File: config.mk
export PLATFORM = sky130hd
export DESIGN_NAME = text_fetch_sched
export DESIGN_NICKNAME = d
export VERILOG_FILES = /design/src/rtl/ogege_pkg.sv /design/src/rtl/text_fetch_sched_addr_gen.sv /design/src/rtl/text_fetch_sched.sv
export SDC_FILE = /design/constraint.sdc
export NUM_CORES = 1
export LEC_CHECK = 0
export CAP_MARGIN = 10
export CORE_ASPECT_RATIO = 0.5
export CORE_MARGIN = 1.5
export CORE_UTILIZATION = 41
export CTS_CLUSTER_SIZE = 25
export DETAILED_ROUTE_END_ITERATION = 6
export PLACE_DENSITY_LB_ADDON = 0.05
export SYNTH_ARGS = -nofsm -noshare
export SYNTH_HDL_FRONTEND = slang
export SYNTH_SLANG_ARGS = --single-unit
export TNS_END_PERCENT = 1
File: constraint.sdc
create_clock -name clk_i -period 6.79 [get_ports clk_i]
set_clock_uncertainty 0.2 [all_clocks]
set_input_delay 1.358 -clock clk_i [delete_from_list [all_inputs] [get_ports clk_i]]
set_output_delay 1.358 -clock clk_i [all_outputs]
set_load 0.005 [all_outputs]
File: src/rtl/ogege_pkg.sv
// ogege_pkg: shared constants and types for the text-cell fetch scheduler.
//   - default text grid size (80 x 60 cells of 8 x 8 pixels)
//   - pixel phases inside a character slot at which the display read is
//     issued, its data captured, and the visible cell registers updated
//   - bit positions of the char / fg / bg fields inside a 16-bit cell word
//   - the read-owner tag that says who owns the word returning from RAM
package ogege_pkg;

    localparam int DEFAULT_COLS = 80;
    localparam int DEFAULT_ROWS = 60;

    localparam int CHAR_W = 8;
    localparam int CHAR_H = 8;

    localparam logic [2:0] FETCH_PHASE = 3'd2;
    localparam logic [2:0] LATCH_PHASE = 3'd3;
    localparam logic [2:0] LOAD_PHASE  = 3'd7;

    localparam int CHAR_LSB = 0;
    localparam int FG_LSB   = 8;
    localparam int BG_LSB   = 12;

    typedef enum logic [1:0] {
        TAG_NONE = 2'd0,
        TAG_DISP = 2'd1,
        TAG_HOST = 2'd2
    } read_tag_e;

endpackage

File: src/rtl/text_fetch_sched_addr_gen.sv
// text_addr_gen: works out which text cell follows the one under the beam.
//   i_hcount / i_vcount : current pixel position from the VGA timing core
//   o_next_addr         : row*COLS+col of the following cell
//   o_next_in_range     : following cell lies inside the COLS x ROWS grid
// Inside a line the next cell is one column to the right on the same row.
// In the last slot of a line it is column 0 of the row holding the next
// line, and the final line of the frame wraps to row 0.
module text_addr_gen
    import ogege_pkg::*;
#(
    parameter int COLS    = DEFAULT_COLS,
    parameter int ROWS    = DEFAULT_ROWS,
    parameter int H_TOTAL = 800,
    parameter int V_TOTAL = 525,
    parameter int HSZ     = 10,
    parameter int VSZ     = 10,
    parameter int ADDR_W  = 13
) (
    input  logic [HSZ-1:0]    i_hcount,
    input  logic [VSZ-1:0]    i_vcount,
    output logic [ADDR_W-1:0] o_next_addr,
    output logic              o_next_in_range
);

    // One spare bit on each so col+1 past the last column cannot alias.
    localparam int CW = HSZ - 2;
    localparam int RW = VSZ - 2;

    logic [CW-1:0] next_col;
    logic [RW-1:0] next_row;
    logic [VSZ:0]  vnext;

    // Next-cell column/row selection including line and frame wrap.
    always_comb begin
        next_col = '0;
        next_row = '0;
        vnext    = {1'b0, i_vcount} + (VSZ+1)'(1);
        if (i_hcount >= HSZ'(H_TOTAL - CHAR_W)) begin
            next_col = '0;
            if (i_vcount == VSZ'(V_TOTAL - 1)) begin
                next_row = '0;
            end else begin
                next_row = vnext[VSZ:3];
            end
        end else begin
            next_col = {1'b0, i_hcount[HSZ-1:3]} + CW'(1);
            next_row = {1'b0, i_vcount[VSZ-1:3]};
        end
    end

    assign o_next_in_range = (next_col < CW'(COLS)) && (next_row < RW'(ROWS));
    assign o_next_addr     = ADDR_W'(next_row) * ADDR_W'(COLS) + ADDR_W'(next_col);

endmodule

File: src/rtl/text_fetch_sched.sv
// text_fetch_sched: arbitrates the single-port text-cell RAM between the
// display path and a host valid/ready port.
//   clk_i, rst_i              : pixel clock, async active-high reset
//   i_hcount, i_vcount        : beam position from the VGA timing core
//   o_ram_addr/we/wdata       : RAM command (combinational, 0 while reset)
//   i_ram_rdata               : RAM data, one clock after the address
//   i_host_*/o_host_ready     : host request channel
//   o_host_rdata/rvalid       : host read return, one clock after accept
//   o_char/o_fg_idx/o_bg_idx  : fields of the cell currently being drawn
//   o_cell_valid              : that cell lies inside the text grid
// The display owns the RAM on phase 2 of each slot (reading the following
// cell); every other cycle belongs to the host.
module text_fetch_sched
    import ogege_pkg::*;
#(
    parameter int COLS    = DEFAULT_COLS,
    parameter int ROWS    = DEFAULT_ROWS,
    parameter int H_TOTAL = 800,
    parameter int V_TOTAL = 525,
    parameter int HSZ     = 10,
    parameter int VSZ     = 10,
    parameter int ADDR_W  = 13
) (
    input  logic              clk_i,
    input  logic              rst_i,
    input  logic [HSZ-1:0]    i_hcount,
    input  logic [VSZ-1:0]    i_vcount,
    output logic [ADDR_W-1:0] o_ram_addr,
    output logic              o_ram_we,
    output logic [15:0]       o_ram_wdata,
    input  logic [15:0]       i_ram_rdata,
    input  logic              i_host_valid,
    output logic              o_host_ready,
    input  logic              i_host_we,
    input  logic [ADDR_W-1:0] i_host_addr,
    input  logic [15:0]       i_host_wdata,
    output logic [15:0]       o_host_rdata,
    output logic              o_host_rvalid,
    output logic [7:0]        o_char,
    output logic [3:0]        o_fg_idx,
    output logic [3:0]        o_bg_idx,
    output logic              o_cell_valid
);

    logic [ADDR_W-1:0] next_addr;
    logic              next_in_range;
    logic [2:0]        phase;
    logic              disp_slot;
    logic              host_xfer;
    logic              host_oor;
    read_tag_e         tag;
    read_tag_e         tag_next;
    logic              rd_oor;
    logic [15:0]       pf_data;
    logic              pf_valid;

    text_addr_gen #(
        .COLS    (COLS),
        .ROWS    (ROWS),
        .H_TOTAL (H_TOTAL),
        .V_TOTAL (V_TOTAL),
        .HSZ     (HSZ),
        .VSZ     (VSZ),
        .ADDR_W  (ADDR_W)
    ) u_addr_gen (
        .i_hcount        (i_hcount),
        .i_vcount        (i_vcount),
        .o_next_addr     (next_addr),
        .o_next_in_range (next_in_range)
    );

    assign phase     = i_hcount[2:0];
    assign host_oor  = (i_host_addr >= ADDR_W'(COLS * ROWS));
    // No display slot for an off-grid next cell: the host keeps that cycle.
    assign disp_slot = !rst_i && (phase == FETCH_PHASE) && next_in_range;
    assign host_xfer = i_host_valid && o_host_ready;

    // RAM port mux: display read, host pass-through, or idle zeros.
    always_comb begin
        o_host_ready = 1'b0;
        o_ram_addr   = '0;
        o_ram_we     = 1'b0;
        o_ram_wdata  = 16'h0000;
        if (rst_i) begin
            o_host_ready = 1'b0;
        end else if (disp_slot) begin
            o_ram_addr = next_addr;
        end else begin
            o_host_ready = 1'b1;
            if (i_host_valid) begin
                o_ram_addr = i_host_addr;
                // Off-grid writes are accepted but never reach the RAM.
                if (i_host_we && !host_oor) begin
                    o_ram_we    = 1'b1;
                    o_ram_wdata = i_host_wdata;
                end else begin
                    o_ram_we    = 1'b0;
                end
            end else begin
                o_ram_addr = '0;
            end
        end
    end

    // Read-owner tag register.
    always_ff @(posedge clk_i or posedge rst_i) begin
        if (rst_i) begin
            tag <= TAG_NONE;
        end else begin
            tag <= tag_next;
        end
    end

    // Tag next state: who owns the word coming back next cycle.
    always_comb begin
        tag_next = TAG_NONE;
        if (disp_slot) begin
            tag_next = TAG_DISP;
        end else if (host_xfer && !i_host_we) begin
            tag_next = TAG_HOST;
        end else begin
            tag_next = TAG_NONE;
        end
    end

    // Remembers that the host read in flight was off-grid.
    always_ff @(posedge clk_i or posedge rst_i) begin
        if (rst_i) begin
            rd_oor <= 1'b0;
        end else begin
            rd_oor <= host_xfer && !i_host_we && host_oor;
        end
    end

    // Host read return steered straight from the RAM data when tagged HOST.
    always_comb begin
        o_host_rvalid = 1'b0;
        o_host_rdata  = 16'h0000;
        case (tag)
            TAG_HOST: begin
                o_host_rvalid = 1'b1;
                if (rd_oor) begin
                    o_host_rdata = 16'h0000;
                end else begin
                    o_host_rdata = i_ram_rdata;
                end
            end
            TAG_DISP, TAG_NONE: begin
                o_host_rvalid = 1'b0;
            end
            default: begin
                o_host_rvalid = 1'b0;
            end
        endcase
    end

    // Prefetch: note at phase 2 whether a fetch was issued, capture at 3.
    always_ff @(posedge clk_i or posedge rst_i) begin
        if (rst_i) begin
            pf_valid <= 1'b0;
            pf_data  <= 16'h0000;
        end else begin
            if (phase == FETCH_PHASE) begin
                pf_valid <= next_in_range;
            end
            if ((phase == LATCH_PHASE) && (tag == TAG_DISP)) begin
                pf_data <= i_ram_rdata;
            end
        end
    end

    // Visible cell registers change only on the edge ending phase 7.
    always_ff @(posedge clk_i or posedge rst_i) begin
        if (rst_i) begin
            o_char       <= 8'h00;
            o_fg_idx     <= 4'h0;
            o_bg_idx     <= 4'h0;
            o_cell_valid <= 1'b0;
        end else if (phase == LOAD_PHASE) begin
            o_cell_valid <= pf_valid;
            if (pf_valid) begin
                o_char   <= pf_data[CHAR_LSB +: 8];
                o_fg_idx <= pf_data[FG_LSB +: 4];
                o_bg_idx <= pf_data[BG_LSB +: 4];
            end else begin
                o_char   <= 8'h00;
                o_fg_idx <= 4'h0;
                o_bg_idx <= 4'h0;
            end
        end
    end

endmodule

==> metrics.cfg, run 1 <==
[clocking]
cts_buffer_depth = 2
cts.sinks = 37
cts_root_buffer = clkbuf_16
cts_buffers = 5
cts_hold_buf = 0
cts.clk_slew.worst_paths_ns = 0.05
insertion_delay_ns = 0.27
cts_tree = yes
ctsHtreeMaxLevel = 2

[floorplanning]
placement_rows = 20
die_y_um = 61.1
core_area_sq_um = 6280
fp.dieW_um = 119
start_util = 0.440
io_pins = 134
dieArea_sq_um = 7270

[sta]
min_period_over_period = 0.984
finalHoldViolCount = 0
slew_headroom = 0.305
tightest_slew_ns = 1.04
fin_crit_ns = 6.68
fmax_ghz = 0.150
drv_slew = 0
setup_viol = 0

[setup_path]
r2r_end = pf_data[7]
end_kind = output pin
timing.rr.start = tag[1]
criticalPathCategory = input pin to output pin
critPathMaxFanout = 3
rr_worst_depth = 4
cpPeakStageDelay_ns = 0.47
reg2reg_slack_ns = 5.02
critPathSlowestCell = clkdlybuf4s50_1
crit_chain = clkdlybuf4s50_1 -> nor4bb_2 -> nand3_1 -> and2_1 -> o21ai_1 -> o31ai_2 -> ha_1 -> ha_2 -> fa_2 -> a21o_1 -> a21oi_2 -> xnor2_2 -> nand3_1 -> xnor3_1 -> a22o_1 -> clkdlybuf4s50_1
cp_data_required_time_ns = 5.23
arrival_ns = 5.12
worstSetupStartpointType = input pin

[power]
pwr-share-comb = 0.298
ir_drop_mv = 0.0839
p_seq_frac = 0.356
p_switching_mw = 0.171
intPower_mw = 0.502
power_density_nw_per_um2 = 147
power.total_mw = 0.673
p_leak_nw = 2.04
clockPowerShare = 0.346
swShare = 0.254

[synth]
synth_top_area_frac = 0.335
synth.yosys.seq_area_share = 0.335
synth_warnings = 0
synthTopCellsByCount = nand2_1 (50), dfrtp_1 (37), and2_1 (35)
synth_edf_count = 0
synth.area.top_cells = dfrtp_1 (33%), and2_1 (7.9%), ha_1 (7.2%)
ys.flop_type = dfrtp_1
synth_top_area_cell = dfrtp_1
syn_area_per_cell_sq_um = 9.00
syn_area_sq_um = 2760
synth_most_common_cell = nand2_1
synth_seq_cells = 37
netlist_instances = 307
async_flop_share = 1.00
yosysUniqueCellTypes = 47
synth_nets = 394

[final_layout]
nNetsFinal = 540
final_cell_count_no_fill = 542
n_fill_cell = 478
register_area_sq_um = 926
stdcell_area_sq_um = 4570
multi_input_area_sq_um = 1850
final_util = 0.727
area_delta_synth_final_pct = 65.2
num_antenna_cells = 0
drive_gt1_frac = 0.145

[routing]
drt_wl_total_um = 7610
wl_met2_um = 3960
met1_length_um = 3120
vias = 2737
top_layer_used = met4
first_pass_iters = 5
route.detailed.drc = 0
vias_per_cell = 5.05
met3_length_um = 434
wl_per_cell_um = 14.0
drtIter0Drc = 106
ant_nets = 0

[global_route]
grt_pass1_wl_um = 11700
antenna_found_initial = 0
overflow = 0
gr-usage-all-layers = 0.201
grt_pass1_vias = 2667
grt_max_degree = 41

[placed_design]
numPortBuffers = 133
place_inst = 530
gp_congestion = 0.874
place_area_sq_um = 4230
dpl.hpwl_um = 5980

[min_path]
hold_depth = 2
worstHoldStart = o_fg_idx[2]
hold_path.class = register to register
hold_end = o_fg_idx[2]

[job]
drv_cap = 0

[status]
status = finished clean

critical path: cells and delay by family:
family / cells / cell delay [ns]
adders and majority gates: 3 / 0.76
AOI/OAI and AO/OA: 5 / 0.82
and+or+nand+nor: 4 / 0.77
buffers and inverters: 2 / 0.91
xor gates and xnor gates: 2 / 0.50
repair_timing:
action / CTS / global route
buffers inserted: 0 / 4
setup endpoints to repair: 1 / 2
gates cloned: 0 / 0
pin swaps: 3 / 11
resized for setup: 4 / 27
cell type report:
| type | instances | share of cell area |
|---|---|---|
| flip-flops and latches | 37 | 0.203 |
| well taps | 88 | 0.0241 |
| repair buffers | 152 | 0.329 |
| clock inverters | 1 | 0.00110 |
| inverters | 5 | 0.00411 |
| multi-input cells | 252 | 0.405 |
| clock buffers | 7 | 0.0334 |
logic make-up after synthesis:
kind of cell | after synthesis | share of synthesized area
adders and majority gates | 18 | 0.0869
and+or+nand+nor | 136 | 0.254
other | 1 | 0.00136
DFF | 37 | 0.335
muxes | 21 | 0.0837
AOI/OAI and AO/OA | 58 | 0.139
xor gates and xnor gates | 18 | 0.0620
buffers and inverters | 18 | 0.0380
power groups by stage:
stage | registers, mW | logic, mW | clock network (mW)
floorplan | 0.238 | 0.0945 | 0
global placement | 0.242 | 0.180 | 0
detailed placement | 0.243 | 0.186 | 0
CTS | 0.240 | 0.189 | 0.239
global route | 0.241 | 0.218 | 0.248
finish | 0.240 | 0.200 | 0.233
metrics by stage:
stage	hold WS (ns)	setup TNS (ns)	setup WS, ns
floorplan	0.273	0	0.943
global placement	0.261	0	0.0474
detailed placement	0.270	-0.0747	-0.0747
CTS	0.282	0	0.000250
global route	0.320	-0.0555	-0.0555
finish	0.277	0	0.111
layer usage:
metal / vias to the layer above / global-route usage
met3: 9 / 0.0352
met4: 0 / 0.0568
met1: 1277 / 0.225
met5: - / 0
li1: 1360 / -
met2: 91 / 0.410
worst max path at each step:
stage / from / endpoint / slack [ns] / cells after the start
after floorplan: i_hcount[5] / o_ram_addr[12] / 0.94 / 15
after global placement: i_hcount[3] / o_ram_addr[12] / 0.05 / 16
after detailed placement: i_hcount[3] / o_ram_addr[12] / -0.07 / 16
after CTS: i_hcount[3] / o_ram_addr[12] / 0.0002 / 16
after global routing: i_vcount[2] / o_ram_addr[12] / -0.06 / 16
final: i_vcount[2] / o_ram_addr[12] / 0.11 / 16
state kept, by name (all words and copies together), names as in the netlist:
| name | cells |
|---|---|
| o_bg_idx | 4 |
| o_cell_valid | 1 |
| o_char | 8 |
| o_fg_idx | 4 |
| pf_data | 16 |
| pf_valid | 1 |
| rd_oor | 1 |
| tag | 2 |
placed cells by master, fill, tap and decap left out, types with 3 or more instances in the layout:
cell,synthesis,layout
clkdlybuf4s50_1,0,121
nand2_1,50,50
dfrtp_1,37,37
and2_1,35,35
o21ai_0,22,21
buf_4,2,19
mux2_2,17,17
nor2_1,14,14
ha_1,16,13
dlymetal6s2s_1,0,12
nand3_1,10,10
a21oi_1,10,9
xnor2_1,12,7
a22o_1,6,6
and3_1,5,5
inv_1,5,5
nor2b_1,5,5
xnor2_2,0,5
clkbuf_16,0,5
mux2i_1,4,4
o21ai_1,3,4
xor2_1,5,4
a21o_1,3,3
Power figures use the tool's default switching activity.
==> inputs of run 2 (changes only) <==
--- a/config.mk
+++ b/config.mk
@@ -5,9 +5,8 @@
 export SDC_FILE = /design/constraint.sdc
 export NUM_CORES = 1
 export LEC_CHECK = 0
-export CAP_MARGIN = 10
+export CAP_MARGIN = 25
 export CORE_ASPECT_RATIO = 0.5
-export CORE_MARGIN = 1.5
 export CORE_UTILIZATION = 41
 export CTS_CLUSTER_SIZE = 25
 export DETAILED_ROUTE_END_ITERATION = 6
==> run 2 against run 1 <==
Compared with the run above:
- die area fell by 2.5%
- flip-flop and latch count stayed put
- via count increased by 2.0%
- combinational power up 5%
- clock power shrank 8%
- highest routed layer unchanged
==> metrics.cfg, run 2 (same netlist as run 1, synthesis figures left out) <==
[routing]
ant_nets = 0
vias = 2793
drtIter0Drc = 120
vias_per_cell = 5.11
drt_wl_total_um = 7860
wl_per_cell_um = 14.4
route.detailed.drc = 0
first_pass_iters = 4

[final_layout]
final_cell_mix = clkdlybuf4s50_1 (124), nand2_1 (50), dfrtp_1 (37)
final_util = 0.725
num_antenna_cells = 0
drive_gt1_frac = 0.146
area_delta_synth_final_pct = 64.7
layout_commonest_cell = clkdlybuf4s50_1
register_area_sq_um = 926
nNetsFinal = 545
largest_reg_flops = 16
top_register = pf_data
multi_input_area_sq_um = 1840
n_fill_cell = 476
reg_top3 = pf_data (16), o_char (8)

[placed_design]
gp_congestion = 0.869
numPortBuffers = 133
dpl.hpwl_um = 6030

[sta]
setup_viol = 0
setup-tns-final_ns = 0
rsz0062_at_grt = true
fin_hold_ws_ns = 0.281
slew_headroom = 0.359
tightest_slew_ns = 0.959
min_period_over_period = 0.999
finalHoldViolCount = 0
drv_slew = 0
fin_crit_ns = 6.78
fmax_ghz = 0.147

[power]
ir_drop_mv = 0.0913
p_leak_nw = 1.98
power_density_nw_per_um2 = 146

[clocking]
ctsHtreeMaxLevel = 2
cts.clk_slew.worst_paths_ns = 0.05
insertion_delay_ns = 0.27
cts_root_buffer = clkbuf_16
cts_buffer_depth = 2
cts_tree = yes
cts_buffers = 5
cts.sinks = 37
cts_hold_buf = 0

[global_route]
grt_pass1_vias = 2746
grt_max_degree = 41
antenna_found_initial = 0
gr-usage-all-layers = 0.227
grt_pass1_wl_um = 12700
overflow = 0

[setup_path]
crit_buf_inv = 4
cp_data_required_time_ns = 5.23
cpPeakStageDelay_ns = 0.51
critPathSlowestCell = clkdlybuf4s50_1
arrival_ns = 5.23
worstSetupStartpointType = input pin
crit_chain = clkdlybuf4s50_1 -> nand2_1 -> or2_4 -> nor3_4 -> buf_6 -> nand2_1 -> xnor2_2 -> ha_4 -> ha_1 -> a211oi_2 -> nor2_1 -> xor2_1 -> buf_4 -> o2111ai_1 -> xnor2_2 -> a22o_1 -> clkdlybuf4s50_1
critPathTopFamily = buffers and inverters
end_kind = output pin
criticalPathCategory = input pin to output pin
critPathMaxFanout = 4

[floorplanning]
fp.dieW_um = 118
start_util = 0.440
die_y_um = 60.1
dieArea_sq_um = 7090
core_area_sq_um = 6280
placement_rows = 20
io_pins = 134

[min_path]
hold_path.class = register to register

[job]
drv_cap = 0

[status]
status = finished clean

==> run 2: cell count changes in the layout (fill, tap and decap cells not counted), sizes merged <==
cell,before,now
dlymetal6s2s,12,2
dlygate4sd2,0,7
buf,19,24
clkdlybuf4s50,121,124
clkbuf,7,6
clkinv,1,2
==> run 2: worst paths after layout <==
check	to	startpoint	slack [ns]	cells after the start
min in group asynchronous	pf_valid	rst_i	1.39	3
worst min-delay path	o_bg_idx[0]	o_bg_idx[0]	0.28	2
worst max register to register	pf_data[14]	tag[1]	4.85	4
worst max-delay path	o_ram_addr[11]	i_hcount[8]	0.007	17
worst min register to register	o_bg_idx[0]	o_bg_idx[0]	0.28	2
max in group asynchronous	o_char[7]	rst_i	4.66	3
==> run 2: timing repair <==
item,in CTS,in global routing
cloned,0,0
setup buffers,3,3
pin swaps,6,11
setup endpoints to repair,2,3
gates resized for setup,13,13
==> run 2: layer usage <==
metal  track usage  routed length (um)  vias to the layer above
met3        0.0496                 452                       21
li1              -                   -                     1363
met5             0                   0                        -
met4        0.0604                 156                        0
met1         0.251                3120                     1311
met2         0.451                4130                       98
==> run 2: cell type report <==
cell class | count | area share
clock buffers | 6 | 0.0283
multi-input cells | 252 | 0.404
flip-flops and latches | 37 | 0.203
repair buffers | 157 | 0.334
clock inverters | 2 | 0.00220
inverters | 5 | 0.00412
well taps | 88 | 0.0242
==> run 2: tightest hold or removal path, stage by stage, from the launching register on <==
cell and delay, ns:
dfrtp_1 0.34, nand2_1 0.04, o21ai_0 0.06
==> run 2: stage by stage <==
| stage | area (sq um) | cells | worst slack (ns) | total power [mW] |
|---|---|---|---|---|
| final | 4550 | 547 | 0.00682 | 0.666 |
| after global routing | 4550 | 547 | -0.123 | 0.701 |
| after global placement | 4250 | 532 | 0.0617 | 0.426 |
| after CTS | 4430 | 543 | 0.0102 | 0.656 |
| after floorplan | 2760 | 307 | 0.943 | 0.332 |
| after detailed placement | 4250 | 532 | -0.0986 | 0.433 |
==> run 2: power breakdown <==
part,total [mW],internal [mW],switching (mW),leakage (nW)
sequential,0.240,0.230,0.00982,0.511
combinational,0.211,0.124,0.0871,1.40
clock,0.215,0.134,0.0805,0.0706
total,0.666,0.489,0.177,1.98
